--- src/rtl/sine_nco_reader_pkg.sv ---
// sine_nco_reader_pkg: ROM geometry constants and
// reader FSM state encoding shared by the NCO slice.
package sine_nco_reader_pkg;

  localparam int ROM_ADDR_W = 10;
  localparam int ROM_DATA_W = 16;

  typedef enum logic [1:0] {
    ST_IDLE  = 2'd0,
    ST_ISSUE = 2'd1,
    ST_WAIT  = 2'd2
  } nco_state_e;

endpackage

--- src/rtl/sine_nco_reader_if.sv ---
// sine_nco_reader_if: valid/ready sample stream.
// master: smp_data/smp_valid out, smp_ready in.
interface sine_nco_reader_if
  import sine_nco_reader_pkg::*;
#(
  parameter int DATA_W = ROM_DATA_W
) ();

  logic [DATA_W-1:0] smp_data;
  logic              smp_valid;
  logic              smp_ready;

  modport master (
    output smp_data,
    output smp_valid,
    input  smp_ready
  );

  modport slave (
    input  smp_data,
    input  smp_valid,
    output smp_ready
  );

endinterface

--- src/rtl/sine_nco_reader_fifo.sv ---
// nco_smp_fifo: DEPTH x DATA_W sync FIFO, head-of-queue
// output. Ports: push/push_data, pop, head, count.
module nco_smp_fifo #(
  parameter  int DEPTH  = 2,
  parameter  int DATA_W = 16,
  localparam int PTR_W  = $clog2(DEPTH),
  localparam int CNT_W  = PTR_W + 1
) (
  input  logic              clk,
  input  logic              rst_n,
  input  logic              push,
  input  logic [DATA_W-1:0] push_data,
  input  logic              pop,
  output logic [DATA_W-1:0] head,
  output logic [CNT_W-1:0]  count
);

  logic [DATA_W-1:0] mem [DEPTH];
  logic [PTR_W-1:0]  wr_ptr;
  logic [PTR_W-1:0]  rd_ptr;
  logic              do_push;
  logic              do_pop;

  assign do_pop  = pop && (count != '0);
  // a full buffer may still take a word when the head leaves
  assign do_push = push &&
    ((count != CNT_W'(DEPTH)) || do_pop);
  assign head    = mem[rd_ptr];

  always_ff @(posedge clk or negedge rst_n) begin
    if (!rst_n) begin
      for (int i = 0; i < DEPTH; i++) begin
        mem[i] <= '0;
      end
      wr_ptr <= '0;
      rd_ptr <= '0;
      count  <= '0;
    end else begin
      if (do_push) begin
        mem[wr_ptr] <= push_data;
        wr_ptr      <= wr_ptr + 1'b1;
      end
      if (do_pop) begin
        rd_ptr <= rd_ptr + 1'b1;
      end
      case ({do_push, do_pop})
        2'b10:   count <= count + 1'b1;
        2'b01:   count <= count - 1'b1;
        default: count <= count;
      endcase
    end
  end

endmodule

--- src/rtl/sine_nco_reader.sv ---
// sine_nco_reader: phase accumulator + sine ROM read FSM,
// ROM cs/a/z port, sample stream out (smp), sticky rd_err.
module sine_nco_reader
  import sine_nco_reader_pkg::*;
#(
  parameter int ACC_W     = 32,
  parameter int ADDR_W    = ROM_ADDR_W,
  parameter int DATA_W    = ROM_DATA_W,
  parameter int BUF_DEPTH = 2
) (
  input  logic              sys_clk,
  input  logic              resetl,
  input  logic              enable,
  input  logic              phase_ld,
  input  logic [ACC_W-1:0]  phase_init,
  input  logic [ACC_W-1:0]  phase_inc_in,
  output logic              rom_cs,
  output logic [ADDR_W-1:0] rom_a,
  input  logic [DATA_W-1:0] rom_z,
  input  logic [DATA_W-1:0] rom_z_oe,
  sine_nco_reader_if.master smp,
  output logic              rd_err
);

  localparam int CNT_W = $clog2(BUF_DEPTH) + 1;

  nco_state_e       state_q;
  nco_state_e       state_d;
  logic [ACC_W-1:0] phase_q;
  logic [ACC_W-1:0] inc_q;
  logic [CNT_W-1:0] buf_cnt;
  logic [CNT_W:0]   occ;
  logic             in_flight;
  logic             credit;
  logic             issue;
  logic             capture;
  logic             pop;
  logic             oe_bad;

  assign in_flight = (state_q != ST_IDLE);
  // reserve a slot for the read still on the ROM bus
  assign occ    = {1'b0, buf_cnt}
                + (CNT_W+1)'(in_flight);
  assign credit = occ < (CNT_W+1)'(BUF_DEPTH);
  assign issue   = (state_q == ST_ISSUE);
  assign capture = (state_q == ST_WAIT);
  assign oe_bad  = (rom_z_oe != '1);

  assign rom_cs = ~issue;
  assign rom_a  = phase_q[ACC_W-1 -: ADDR_W];

  assign smp.smp_valid = (buf_cnt != '0);
  assign pop = smp.smp_valid && smp.smp_ready;

  always_comb begin
    state_d = state_q;
    unique case (state_q)
      ST_IDLE: begin
        if (enable && credit) state_d = ST_ISSUE;
      end
      ST_ISSUE: state_d = ST_WAIT;
      ST_WAIT: begin
        state_d = (enable && credit) ? ST_ISSUE
                                     : ST_IDLE;
      end
      default: state_d = ST_IDLE;
    endcase
  end

  always_ff @(posedge sys_clk or negedge resetl) begin
    if (!resetl) begin
      state_q <= ST_IDLE;
    end else begin
      state_q <= state_d;
    end
  end

  // a load on the issue edge wins over the step
  always_ff @(posedge sys_clk or negedge resetl) begin
    if (!resetl) begin
      phase_q <= '0;
      inc_q   <= '0;
    end else if (phase_ld) begin
      phase_q <= phase_init;
      inc_q   <= phase_inc_in;
    end else if (issue) begin
      phase_q <= phase_q + inc_q;
    end
  end

  // a fault captured on the load edge is kept
  always_ff @(posedge sys_clk or negedge resetl) begin
    if (!resetl) begin
      rd_err <= 1'b0;
    end else begin
      rd_err <= (rd_err & ~phase_ld)
              | (capture & oe_bad);
    end
  end

  nco_smp_fifo #(
    .DEPTH  (BUF_DEPTH),
    .DATA_W (DATA_W)
  ) u_fifo (
    .clk       (sys_clk),
    .rst_n     (resetl),
    .push      (capture),
    .push_data (rom_z),
    .pop       (pop),
    .head      (smp.smp_data),
    .count     (buf_cnt)
  );

endmodule

--- src/flat_wrapper.sv ---
// flat-port wrapper written by rule: the top's interface ports become plain ports
module sine_nco_reader_flat import sine_nco_reader_pkg::*;
#(
  parameter int ACC_W     = 32,
  parameter int ADDR_W    = ROM_ADDR_W,
  parameter int DATA_W    = ROM_DATA_W,
  parameter int BUF_DEPTH = 2
)
  (sys_clk, resetl, enable, phase_ld, phase_init, phase_inc_in, rom_cs, rom_a, rom_z, rom_z_oe, rd_err, smp_smp_data, smp_smp_valid, smp_smp_ready);
  sine_nco_reader_if #(.DATA_W(DATA_W)) smp_i ();
  input  logic sys_clk;
  input  logic resetl;
  input  logic enable;
  input  logic phase_ld;
  input  logic [ACC_W-1:0] phase_init;
  input  logic [ACC_W-1:0] phase_inc_in;
  output logic rom_cs;
  output logic [ADDR_W-1:0] rom_a;
  input  logic [DATA_W-1:0] rom_z;
  input  logic [DATA_W-1:0] rom_z_oe;
  output logic rd_err;
  output wire logic [$bits(smp_i.smp_data)-1:0] smp_smp_data;
  output wire logic [$bits(smp_i.smp_valid)-1:0] smp_smp_valid;
  input wire logic [$bits(smp_i.smp_ready)-1:0] smp_smp_ready;
  assign smp_smp_data = smp_i.smp_data;
  assign smp_smp_valid = smp_i.smp_valid;
  assign smp_i.smp_ready = smp_smp_ready;
  sine_nco_reader #(.ACC_W(ACC_W), .ADDR_W(ADDR_W), .DATA_W(DATA_W), .BUF_DEPTH(BUF_DEPTH)) u_core (.sys_clk(sys_clk), .resetl(resetl), .enable(enable), .phase_ld(phase_ld), .phase_init(phase_init), .phase_inc_in(phase_inc_in), .rom_cs(rom_cs), .rom_a(rom_a), .rom_z(rom_z), .rom_z_oe(rom_z_oe), .smp(smp_i), .rd_err(rd_err));
endmodule
--- config.mk ---
export PLATFORM = sky130hd
export DESIGN_NAME = sine_nco_reader_flat
export DESIGN_NICKNAME = d
export VERILOG_FILES = /design/src/rtl/sine_nco_reader_pkg.sv /design/src/rtl/sine_nco_reader_if.sv /design/src/rtl/sine_nco_reader_fifo.sv /design/src/rtl/sine_nco_reader.sv /design/src/flat_wrapper.sv
export SDC_FILE = /design/constraint.sdc
export NUM_CORES = 1
export LEC_CHECK = 0
export CAP_MARGIN = 0
export CORE_MARGIN = 2
export CORE_UTILIZATION = 51
export CTS_CLUSTER_SIZE = 30
export DETAILED_ROUTE_END_ITERATION = 16
export GPL_ROUTABILITY_DRIVEN = 0
export GPL_TIMING_DRIVEN = 1
export PLACE_DENSITY = 0.88
export SLEW_MARGIN = 40
export SYNTH_ARGS = -nofsm -noshare
export SYNTH_HDL_FRONTEND = slang
export SYNTH_SLANG_ARGS = --single-unit
export TNS_END_PERCENT = 1
--- constraint.sdc ---
create_clock -name sys_clk -period 3.3 [get_ports sys_clk]
set_clock_uncertainty 0.1 [all_clocks]
set_input_delay 0.66 -clock sys_clk [delete_from_list [all_inputs] [get_ports sys_clk]]
set_output_delay 0.66 -clock sys_clk [all_outputs]
set_load 0.05 [all_outputs]
# ---- Word-level counts from Yosys, hierarchy flattened
# Index checks and enable logic that the tools add are counted.
dict set report word_totals {
  mem_count 0
  romBits 0
  out_inout_bits 29
  ram_bits 0
  latchBits 0
  in_bits 101
  wordCells 56
  reg_bits 103
}
dict set report classes {
  add_sub_neg 6
  muxes 12
  shifts 0
  order_cmp 4
  div_mod_pow 0
  bitwise 7
  eq_ne 7
  n_mul 0
  reduce_logical 11
}
# operator n
set ops {}
lappend ops {{16-bit 2-to-1 mux} 4}
lappend ops {{32-bit 2-to-1 mux} 2}
lappend ops {{32-bit adder} 1}
lappend ops {{32-bit bitwise mux} 1}
lappend ops {{16-bit demux with 1-bit select} 1}
lappend ops {{16-bit != test, second input constant} 1}
lappend ops {{2-bit nonzero test} 4}
lappend ops {{2-bit one-hot mux with 3 select lines} 1}
lappend ops {{1-bit logical AND} 5}
lappend ops {{2-bit by 1-bit equality test with 1-bit output, second input constant} 2}
lappend ops {{2-bit equality test, second input constant} 2}
lappend ops {{2-bit >= comparator, second input constant} 2}
lappend ops {{1-bit NOT with 2-bit output} 2}
lappend ops {{2-bit one-hot mux with 2 select lines} 1}
lappend ops {{2-bit by 1-bit adder with 3-bit output} 1}
lappend ops {{3-bit by 2-bit < comparator with 1-bit output, second input constant} 1}
lappend ops {{1-bit adder, second input constant} 2}
lappend ops {{2-bit by 1-bit adder with 2-bit output, second input constant} 1}
lappend ops {{1-bit bitwise AND} 2}
lappend ops {{2-bit zero test} 1}
lappend ops {{2-bit by 1-bit < comparator with 1-bit output, second input constant} 1}
lappend ops {{2-bit 2-to-1 mux} 1}
lappend ops {{2-bit by 1-bit != test with 1-bit output, second input constant} 1}
lappend ops {{2-bit != test, second input constant} 1}
lappend ops {{other kinds (5)} 6}

# ---- Logic depth before layout (Yosys ltp)
# Gate-level depths: netlist (run 1).
dict set report logic_depth {
  depth_word 7
  depth_mapped 10
  ltp_nobuf 10
}

# ---- Cells and area by module
# From an unflattened synthesis (run 1), not the netlist that was laid out.
dict set report unflattened {
  cells_unflattened 581
  hier_area_um2 6187.2
}
# module instances cells_each seq_area_each_um2 area_each_um2
set modules_own_cells {}
lappend modules_own_cells {sine_nco_reader 1 480 1676.6 4541.9}
lappend modules_own_cells {nco_smp_fifo 1 101 900.9 1645.3}

# ---- Worst setup path after synthesis (run 1)
# Ideal clock, no wire load.
dict set report synth_timing {
  kind {register to register}
  from {register u_core.inc_q[0]}
  to {register u_core.phase_q[28]}
  n_path_buf 0
  t_required_ps 3131
  setup_slack_ps 599
  t_arrival_ps 2532
  setup_time_ps 69
  period_less_slack_ps 2701
  path_stages_with_launch 11
  path_cell_list {dfrtp_1 -> ha_1 -> fa_1 -> a21o_1 -> a221oi_2 -> o21ai_1 -> a31oi_2 -> o221a_2 -> nor3_1 -> or3_1 -> nand3_1}
}
dict set report synth_between {
  elab_chain_cells 3
}
# element line_no
set synth_rtl {}
lappend synth_rtl {{start: declaration} sine_nco_reader.sv:30} ;# logic [ACC_W-1:0] inc_q;
lappend synth_rtl {{start signal: assignment} sine_nco_reader.sv:85} ;# inc_q <= phase_inc_in;
lappend synth_rtl {{32-bit adder} sine_nco_reader.sv:87} ;# phase_q <= phase_q + inc_q;
lappend synth_rtl {{32-bit 2-to-1 mux} sine_nco_reader.sv:86} ;# end else if (issue) begin
lappend synth_rtl {{32-bit 2-to-1 mux} sine_nco_reader.sv:83} ;# end else if (phase_ld) begin
lappend synth_rtl {{end signal: assignment} sine_nco_reader.sv:84} ;# phase_q <= phase_init;
lappend synth_rtl {{end signal: assignment} sine_nco_reader.sv:87}
lappend synth_rtl {{end: declaration} sine_nco_reader.sv:29} ;# logic [ACC_W-1:0] phase_q;
# No other way between the ends. The select of a mux whose other input is x is not followed.
# A chain may end at the register's enable or synchronous reset.

# ---- Worst setup path after layout (run 1)
dict set report layout_timing {
  from {register u_core.u_fifo.rd_ptr}
  to {output smp_smp_data[1]}
}
dict set report layout_between {
  elab_chain_cells 4
}
# element line_no
set layout_rtl {}
lappend layout_rtl {{start: declaration} sine_nco_reader_fifo.sv:20} ;# logic [PTR_W-1:0] rd_ptr;
lappend layout_rtl {{start signal: assignment} sine_nco_reader_fifo.sv:44} ;# rd_ptr <= rd_ptr + 1'b1;
lappend layout_rtl {{1-bit NOT with 2-bit output (not written as such)} sine_nco_reader_fifo.sv:28} ;# assign head = mem[rd_ptr];
lappend layout_rtl {{16-bit 2-to-1 mux (not written as such) (3 in a row)} sine_nco_reader_fifo.sv:28}
lappend layout_rtl {{end: declaration} flat_wrapper.sv:22} ;# output wire logic [$bits(smp_i.smp_data)-1:0] smp_smp_data;
# No other way between the ends. The select of a mux whose other input is x is not followed.

==> results.md, run 1 <==
* Io pins at 130
* Per-cell routed wire length at 17.95 um
* Initial antenna violation count at 0
* Warnings, synthesis at 0
* HP Class: primary input to async pin
* Root Driver: clkbuf_16
* Std cell rows at 40
* Post-CTS Resized at 0
* Most common cell in the synthesized netlist: dfrtp_1
* Area growth syn-to-layout at 27.06%
* Final core utilization at 65.83%
* Cells after Synth at 594
* DRC Markers at 0
* CP arrival at 2.37 ns
* Total power at 0.006629 W
* Largest area contributor in the netlist: dfrtp_1
* RSZ-0062 raised after global routing: no
* Rel. slew slack at between 40% and 50%
* Worst slew pin tran at 0.7851 ns
* Routed Antenna Nets at 0
* Crit path cell chain: mux2_2, clkdlybuf4s50_1
* Vias at 5108
* Req. time, crit path at around 2.5 ns
* Post-synthesis register bit count at 103
* Startpoint types: flip-flop
* Net Count, Synth at around 730
* Core ar. at 11860 sq um
* Layout cell share with drive strength beyond 1 at 17.05%
* TritonRoute pass-1 iters at 7
* Worst VDD drop at ~0.41 mV
* Comb pwr share at 53.2%
* Avg Vias per Cell at 6.002
* Cell area power density at roughly 850 nW/um^2
* Diode count at 0
* Syn avg cell area at 10.35 sq um
* Most frequent cells after synthesis: dfrtp_1 (103), mux2_2 (83), nand2_1 (53)
* First-pass GRT wire length at roughly 25000 um
* Status: finished, final reports clean
* Register clock-pin slew on the reported worst setup and hold paths at 0.07 ns
* EDFF count, synth at 0
* H-tree levels at 3
* Worst-path maximum fanout at 17
* Post-route insts no fill at 851
* Synthesized area at 6146 sq um
* Layout Nets at approximately 830
* Post-synth ARST share at 100.0%
* Die Span Y at about 110 um
* Die area at 12940 sq um
* Post-DP HPWL at approximately 11000 um
* Hold Vio Cnt, Final at 0
* Worst hold slack at ~0.17 ns
* CTS tree: done
* Dominant cells by area after synthesis: dfrtp_1 (42%), mux2_2 (15%), ha_1 (6.5%)
* GRT Util Overall at between 20% and 30%
* Clk network pwr share at 17.6%
* Slowest cell on crit path: dfrtp_1
* Die Wd at roughly 110 um
* Critical path class: flip-flop to primary output
* Setup Buffers After CTS at 0
* Number of instances in the placed design at 835
* Iter 0 DRT Violations at 380
* Fillers at roughly 870
* Switching Fraction at 42.36%
* Share of the synthesized area in the top cell type at 41.94%
* Crit share post-route at 94.83%
* Congestion Overflow GR at 0
* CTS Hold Bufs at 0
* Pleak at 3.358 nW
* CTS buffer count at 9
* Yosys cell types at 55
* CP peak stage delay at 0.85 ns
* Prevailing post-synth register cell: dfrtp_1
* Minimum clock period after layout at 3.129 ns
* Internal power at 0.003821 W
* Count of final max-slew check failures at 0
* Setup violators final at 0
* Nature of the critical path endpoint: primary output
* PortBufs at 129
* Clk sinks at about 100
* Flop pwr share at 29.2%
* Largest net degree at the start of global routing at 64
* Seq/Total Area, Yosys at 41.94%
* Drt total wl at 15280 um
* CTS Buffer Depth at 2
* Clock insertion delay at the later pin of the skew report at 0.35 ns
* Starting Density at between 50% and 60%
* Vias in the first global route at approximately 5.2k
* Max Cap Viol at 0
* Fin Setup TNS at 0 ns
* Switch Pwr at ~0.0028 W
* FMAX at roughly 0.32 GHz
## state kept, by name (all words and copies together), names as in the netlist
register,count
u_core.inc_q,32
u_core.phase_q,32
u_core.u_fifo.mem,32
u_core.state_q,2
u_core.u_fifo.count,2
u_core.rd_err,1
u_core.u_fifo.rd_ptr,1
u_core.u_fifo.wr_ptr,1
## worst max-delay path, delay by kind of cell (launching register included)
family / cells / cell delay (ns)
buffers and inverters: 1 / 0.73
DFF: 1 / 0.85
muxes: 1 / 0.43
## per-stage QoR
stage / worst slack [ns] / area [sq um]
final: 0.1706 / 7809
after global routing: 0.09651 / 7809
after CTS: 0.1771 / 7805
after detailed placement: 0.3427 / 7483
after global placement: 0.4399 / 7483
after floorplan: 0.5985 / 6146
## worst paths after layout
| check | endpoint | slack (ns) | depth (start not counted) | from |
|---|---|---|---|---|
| min reg2reg | u_core.state_q[0] | 0.39 | 1 | u_core.state_q[1] |
| max in group asynchronous | u_core.phase_q[24] | 2.32 | 2 | resetl |
| max | smp_smp_data[1] | 0.17 | 2 | u_core.u_fifo.rd_ptr |
| max reg2reg | u_core.phase_q[30] | 0.25 | 10 | u_core.inc_q[0] |
| min in group sys_clk | u_core.state_q[0] | 0.39 | 1 | u_core.state_q[1] |
| min | u_core.inc_q[11] | 0.17 | 1 | resetl |
## routing by layer
layer | part of all wire [%] | global-route usage [%] | routed length, um
met1 | 41 | 29.01 | 6193
met3 | 5.6 | 3.719 | 859
met4 | 3.8 | 11.06 | 582
met2 | 50 | 42.12 | 7644
met5 | 0 | 0 | 0
## cells by family after synthesis
| family | share of synthesized area, % |
|---|---|
| AO/OA/AOI/OAI | 16.23 |
| AND/OR/NAND/NOR | 9.711 |
| flip-flops | 41.94 |
| multiplexers | 17.00 |
| buffers and inverters | 4.010 |
| adder cells (fa/ha/maj) | 6.840 |
| XOR/XNOR | 4.275 |
## power by group through the flow
| stage | Clock (W) | Combinational [W] | Sequential, W |
|---|---|---|---|
| after floorplan | 0 | 0.00265 | 0.00184 |
| after global placement | 0 | 0.00335 | 0.00190 |
| after detailed placement | 0 | 0.00346 | 0.00195 |
| after CTS | 0.00118 | 0.00350 | 0.00193 |
| after global routing | 0.00122 | 0.00376 | 0.00198 |
| final | 0.00116 | 0.00353 | 0.00194 |
## cell type report
| cell class | instances | area, sq um | share of cell area (%) |
|---|---|---|---|
| repair buffers | 137 | 1370 | 17.55 |
| multi-input cells | 439 | 3322 | 42.54 |
| well taps | 147 | 183.9 | 2.355 |
| flip-flops and latches | 103 | 2577 | 33.01 |
| clock inverters | 6 | 92.59 | 1.186 |
| inverters | 9 | 33.78 | 0.4326 |
| clock buffers | 10 | 229.0 | 2.932 |
## cells in the final DEF, fill, tap and decap left out, types with 4 or more instances in the layout
cell type / synthesis / layout
a21o_1: 25 / 25
a21oi_1: 46 / 46
a31oi_1: 5 / 5
buf_4: 10 / 7
clkbuf_16: 0 / 9
clkdlybuf4s50_1: 0 / 126
dfrtp_1: 103 / 103
ha_1: 32 / 32
inv_1: 9 / 9
mux2_2: 83 / 83
mux2i_1: 11 / 11
nand2_1: 53 / 53
nand3_1: 10 / 10
nand4_1: 9 / 9
nor2_1: 27 / 27
nor3_1: 4 / 4
nor3b_1: 4 / 4
o21ai_0: 32 / 32
o21ai_1: 11 / 11
o21bai_1: 5 / 5
xnor2_1: 14 / 14
xor2_1: 16 / 16
No activity file was read; power rests on OpenSTA's default activity.
==> run 2: changes to the inputs <==
--- a/config.mk
+++ b/config.mk
@@ -9,3 +9,3 @@
 export CORE_MARGIN = 2
-export CORE_UTILIZATION = 51
+export CORE_UTILIZATION = 56
 export CTS_CLUSTER_SIZE = 30
@@ -14,3 +14,3 @@
 export GPL_TIMING_DRIVEN = 1
-export PLACE_DENSITY = 0.88
+export PLACE_DENSITY = 0.95
 export SLEW_MARGIN = 40
==> constraint.sdc (replaced) <==
create_clock -name sys_clk -period 3.75 [get_ports sys_clk]
set_clock_uncertainty 0.1 [all_clocks]
set_input_delay 0.9375 -clock sys_clk [delete_from_list [all_inputs] [get_ports sys_clk]]
set_output_delay 0.9375 -clock sys_clk [all_outputs]
set_load 0.05 [all_outputs]
==> run 2 against run 1 <==
Net effect:
- sequential power fell by 12%
- worst setup slack better by 0.17 ns
- clock power shrank 42%
- sequential share of layout area up 0.71 points
- register-to-register slack better by 0.41 ns
- first-iteration DRC count rose by 1.6%
- critical endpoint is now smp_smp_data[6]
- largest cell class unchanged
==> results.md, run 2 (synthesized netlist as in run 1, its figures left out) <==
* Diode count at 0
* Worst slew pin tran at around 0.75 ns
* FMAX at 0.2932 GHz
* Congestion Overflow GR at 0
* Per-cell routed wire length at 17.49 um
* CTS Buffer Depth at 2
* Final core utilization at 70.83%
* Worst hold slack at 0.3756 ns
* Layout cell share with drive strength beyond 1 at 16.95%
* Layout Nets at 831
* R2r endpoint: u_core.phase_q[28]
* Io pins at 130
* Reg2reg path depth at 10
* Area growth syn-to-layout at 24.39%
* Startpoint types: flip-flop
* CTS buffer count at 9
* Initial antenna violation count at 0
* HP Class: flip-flop to flip-flop
* Starting Density at 56.94%
* Worst VDD drop at 0.6943 mV
* Number of instances in the placed design at 826
* First-pass GRT wire length at around 25000 um
* CP endpoint: smp_smp_data[6]
* Std cell rows at 38
* Largest net degree at the start of global routing at 71
* Nature of the critical path endpoint: primary output
* Count of final max-slew check failures at 0
* Worst-path maximum fanout at 17
* Status: finished, final reports clean
* Cell area power density at 712.7 nW/um^2
* Max Cap Viol at 0
* Die area at 11830 sq um
* Worst Setup SP: u_core.u_fifo.rd_ptr
* CP arrival at 2.37 ns
* Setup Buffers After CTS at 0
* Root Driver: clkbuf_8
* GRT Util Overall at 26.45%
* Clk sinks at 103
* Vias at 4950
* Biggest regs: u_core.inc_q: 32 flops, u_core.phase_q: 32 flops, u_core.u_fifo.mem: 32 flops
* Multi-input gate area at 3322 sq um
* Fin Setup TNS at 0 ns
* DRC Markers at 0
* Slowest cell on crit path: dfrtp_1
* Commonest non-fill, non-tap cell in the layout: clkdlybuf4s50_1
* Crit path cell chain: mux2_2, clkdlybuf4s50_1
* H-tree levels at 3
* Post-DP HPWL at 11180 um
* Fillers at approximately 750
* Total power at approximately 0.0054 W
* Drt total wl at roughly 15000 um
* RSZ-0062 raised after global routing: no
* Core ar. at approximately 11000 sq um
* Routed Antenna Nets at 0
* WHS Path Cells at 1
* TritonRoute pass-1 iters at 6
* Iter 0 DRT Violations at 386
* Pleak at 3.284 nW
* R2r startpoint: u_core.inc_q[0]
* Vias in the first global route at 5168
* Setup violators final at 0
* Rel. slew slack at about half
* R2R Setup Slk at 0.66 ns
* Post-route insts no fill at 842
* Crit share post-route at roughly nine tenths
* CP peak stage delay at between 0.8 and 0.9 ns
* CTS tree: done
* Minimum clock period after layout at ~3.4 ns
* Post-CTS Resized at 0
* Die Wd at around 110 um
* Hold Vio Cnt, Final at 0
* Avg Vias per Cell at 5.879
* Critical path class: flip-flop to primary output
* Register area at 2577 sq um
* Req. time, crit path at about 2.7 ns
* PortBufs at 129
* Register clock-pin slew on the reported worst setup and hold paths at 0.10 ns
* Most frequent cells in the layout: clkdlybuf4s50_1 (126), dfrtp_1 (103), mux2_2 (83), nand2_1 (53), a21oi_1 (46)
* Clock insertion delay at the later pin of the skew report at 0.39 ns
* Die Span Y at 108.8 um
* CTS Hold Bufs at 0
## run 2: layer usage
layer,track usage (%),vias to the layer above,wire length [um]
li1,-,2349,-
met1,31.95,2392,5975
met2,46.43,184,7530
met3,6.157,25,936
met4,8.974,0,282
met5,0,-,0
## run 2: worst max-delay path, delay by kind of cell (launching register included)
family / cells / cell delay [ns]
buffers and inverters: 1 / 0.72
flip-flops: 1 / 0.84
multiplexers: 1 / 0.41
## run 2: report_power, final
group          internal [W]  switching (W)
combinational       0.00132        0.00175
clock              0.000282       0.000393
sequential          0.00145       0.000259
total               0.00305        0.00240
## run 2: worst min path at each step
| stage | from | to | slack [ns] |
|---|---|---|---|
| floorplan | u_core.state_q[1] | u_core.state_q[0] | 0.34 |
| global placement | u_core.state_q[1] | u_core.state_q[0] | 0.35 |
| detailed placement | u_core.state_q[1] | u_core.state_q[0] | 0.36 |
| CTS | u_core.state_q[1] | u_core.state_q[0] | 0.38 |
| global route | u_core.state_q[1] | u_core.state_q[0] | 0.43 |
| finish | u_core.state_q[1] | u_core.state_q[0] | 0.38 |
## run 2: through the flow
stage                     area, sq um  setup slack, ns
after detailed placement         7451           0.7524
after CTS                        7645           0.3311
final                            7645           0.3393
after floorplan                  6146            1.049
after global routing             7645           0.2600
after global placement           7447           0.8828
## run 2: layout make-up
class / count / area share (%)
repair buffers: 135 / 17.56
clock inverters: 5 / 0.5565
clock buffers: 11 / 1.980
flip-flops and latches: 103 / 33.72
multi-input cells: 439 / 43.45
inverters: 9 / 0.4419
well taps: 140 / 2.291
==> run 3: changes to the inputs <==
- CORE_MARGIN: 2 -> unset
- CTS_CLUSTER_SIZE: 30 -> 28
==> run 3 against run 2 <==
Net effect:
- core utilization rose by 2.3 points
- global-route usage rose by 1.4 points
- sequential share of layout area barely moved
- design area barely moved
- cell count fell by 0.24%
- wire length rose by 3.4%
- via count rose by 2.9%
- clock-buffer cell count rose by 1
- critical path type unchanged
- critical endpoint is now smp_smp_data[3]
- largest cell class unchanged
- largest power group unchanged
==> results.md, run 3 (synthesized netlist as in run 1, its figures left out) <==
* Post-CTS Resized at 0
* Biggest regs: u_core.inc_q: 32 flops, u_core.phase_q: 32 flops, u_core.u_fifo.mem: 32 flops
* Post-DP HPWL at ~11000 um
* Per-cell routed wire length at 18.13 um
* Switching Fraction at approximately 44%
* H-tree levels at 3
* Die area at roughly 11000 sq um
* M3 GR Usage at 3.891%
* Die Span Y at 106.8 um
* Worst VDD drop at 0.5594 mV
* Drt total wl at 15230 um
* CTS tree: done
* Status: finished, final reports clean
* CTS buffer count at 9
* Most frequent cells in the layout: clkdlybuf4s50_1 (126), dfrtp_1 (103), mux2_2 (83), nand2_1 (53), a21oi_1 (46)
* Worst-path maximum fanout at 17
* Clock insertion delay at the later pin of the skew report at between 0.3 and 0.4 ns
* Max Cap Viol at 0
* Met1 usage at 34.19%
* Crit share post-route at about nine tenths
* Critical path class: flip-flop to primary output
* PortBufs at 129
* Crit path cell chain: mux2_2, clkdlybuf4s50_1
* HP Class: flip-flop to flip-flop
* Core ar. at 10460 sq um
* Largest net degree at the start of global routing at 83
* Slowest cell on crit path: dfrtp_1
* Startpoint types: flip-flop
* Comb pwr share at 56.0%
* Congestion Overflow GR at 0
* Vias in the first global route at 5212
* Reg2reg path depth at 10
* Initial antenna violation count at 0
* GRT Util Overall at roughly 28%
* R2R Setup Slk at 0.72 ns
* R2r endpoint: u_core.phase_q[30]
* CP peak stage delay at 0.83 ns
* Setup Buffers After CTS at 0
* Layout cell share with drive strength beyond 1 at 16.90%
* Pleak at about 3.3 nW
* Rel. slew slack at 50.68%
* Std cell rows at 37
* CTS Buffer Depth at 2
* Dpl ws at between 0.8 and 0.9 ns
* CP endpoint: smp_smp_data[3]
* Worst setup margin at 0.3621 ns
* Worst Setup SP: u_core.u_fifo.rd_ptr
* First-pass GRT wire length at ~25000 um
* CP arrival at roughly 2.4 ns
* TritonRoute pass-1 iters at 5
* Layout Nets at between 800 and 900
* Starting Density at between 50% and 60%
* Setup violators final at 0
* Req. time, crit path at about 2.7 ns
* Fin Setup TNS at 0 ns
* Routed Antenna Nets at 0
* Busiest grt layer: met2
* Cell area power density at 722.1 nW/um^2
* Switch Pwr at between 0.002 and 0.0025 W
* Io pins at 130
* RSZ-0062 raised after global routing: no
* Vias at 5093
* Area growth syn-to-layout at 24.45%
* Root Driver: clkbuf_8
* Diode count at 0
* Iter 0 DRT Violations at ~340
* Hold Vio Cnt, Final at 0
* Fillers at 716
* Register clock-pin slew on the reported worst setup and hold paths at 0.10 ns
* Commonest non-fill, non-tap cell in the layout: clkdlybuf4s50_1
* Count of final max-slew check failures at 0
* R2r startpoint: u_core.inc_q[0]
* Avg Vias per Cell at 6.063
* CTS Hold Bufs at 0
* Flop pwr share at 31.0%
* FMAX at 0.2952 GHz
* Minimum clock period after layout at 3.388 ns
* Nature of the critical path endpoint: primary output
* WHS Path Cells at 1
* Clk sinks at 103
* Internal power at 0.003098 W
* Routing usage on met2 at 47.47%
* Die Wd at 106.8 um
* Worst slew pin tran at 0.7398 ns
* Clk network pwr share at 12.9%
* DRC Markers at 0
==> run 3: cell count changes in the layout (fill, tap and decap cells not counted) <==
| cell | before | now |
|---|---|---|
| clkinv_2 | 0 | 1 |
| clkinv_4 | 4 | 1 |
| buf_12 | 1 | 0 |
| inv_6 | 0 | 1 |
| buf_4 | 6 | 9 |
| clkbuf_1 | 0 | 2 |
| bufinv_16 | 0 | 1 |
| clkinvlp_4 | 1 | 0 |
| buf_6 | 1 | 0 |
==> run 3: per-layer routing <==
metal  up-vias  routed length, um
li1       2353                  -
met1      2454               6176
met2       229               7659
met3        57                780
met4         0                610
met5         -                  0
==> run 3: how the worst min path moves through the flow <==
stage                 startpoint                 to  slack, ns
3_3_place_gp   u_core.state_q[1]  u_core.state_q[0]       0.36
4_1_cts        u_core.state_q[1]  u_core.state_q[0]       0.38
6_report       u_core.state_q[1]  u_core.state_q[0]       0.38
3_5_place_dp   u_core.state_q[1]  u_core.state_q[0]       0.38
5_1_grt        u_core.state_q[1]  u_core.state_q[0]       0.41
2_1_floorplan  u_core.state_q[1]  u_core.state_q[0]       0.34
==> run 3: area by class of cell <==
cell class | count | area [sq um] | share of cell area [%]
multi-input cells | 439 | 3322 | 43.43
flip-flops and latches | 103 | 2577 | 33.70
well taps | 136 | 170.2 | 2.225
inverters | 9 | 33.78 | 0.4417
clock buffers | 12 | 145.1 | 1.898
repair buffers | 137 | 1348 | 17.62
clock inverters | 4 | 52.55 | 0.6871
==> run 3: through the flow <==
stage / power [W] / utilization [%] / hold WS [ns] / std cells / instance area (sq um)
floorplan: 0.003952 / - / 0.3374 / 594 / 6146
global placement: 0.004616 / 71.16 / 0.3565 / 824 / 7445
detailed placement: 0.004757 / 71.19 / 0.3774 / 824 / 7448
CTS: 0.005507 / 73.08 / 0.3820 / 840 / 7646
global route: 0.005809 / 73.10 / 0.4148 / 840 / 7649
finish: 0.005523 / 73.10 / 0.3753 / 840 / 7649
==> run 3: critical path: cells and delay by family (launching register included) <==
family	cells	cell delay, ns
muxes	1	0.41
buffers and inverters	1	0.71
DFF	1	0.83
==> run 3: power groups by stage <==
stage	Sequential [W]	Clock (W)	Combinational [W]
final	0.00171	0.000715	0.00309
after floorplan	0.00162	0	0.00233
after CTS	0.00170	0.000724	0.00308
after detailed placement	0.00172	0	0.00303
after global routing	0.00175	0.000764	0.00330
after global placement	0.00169	0	0.00292
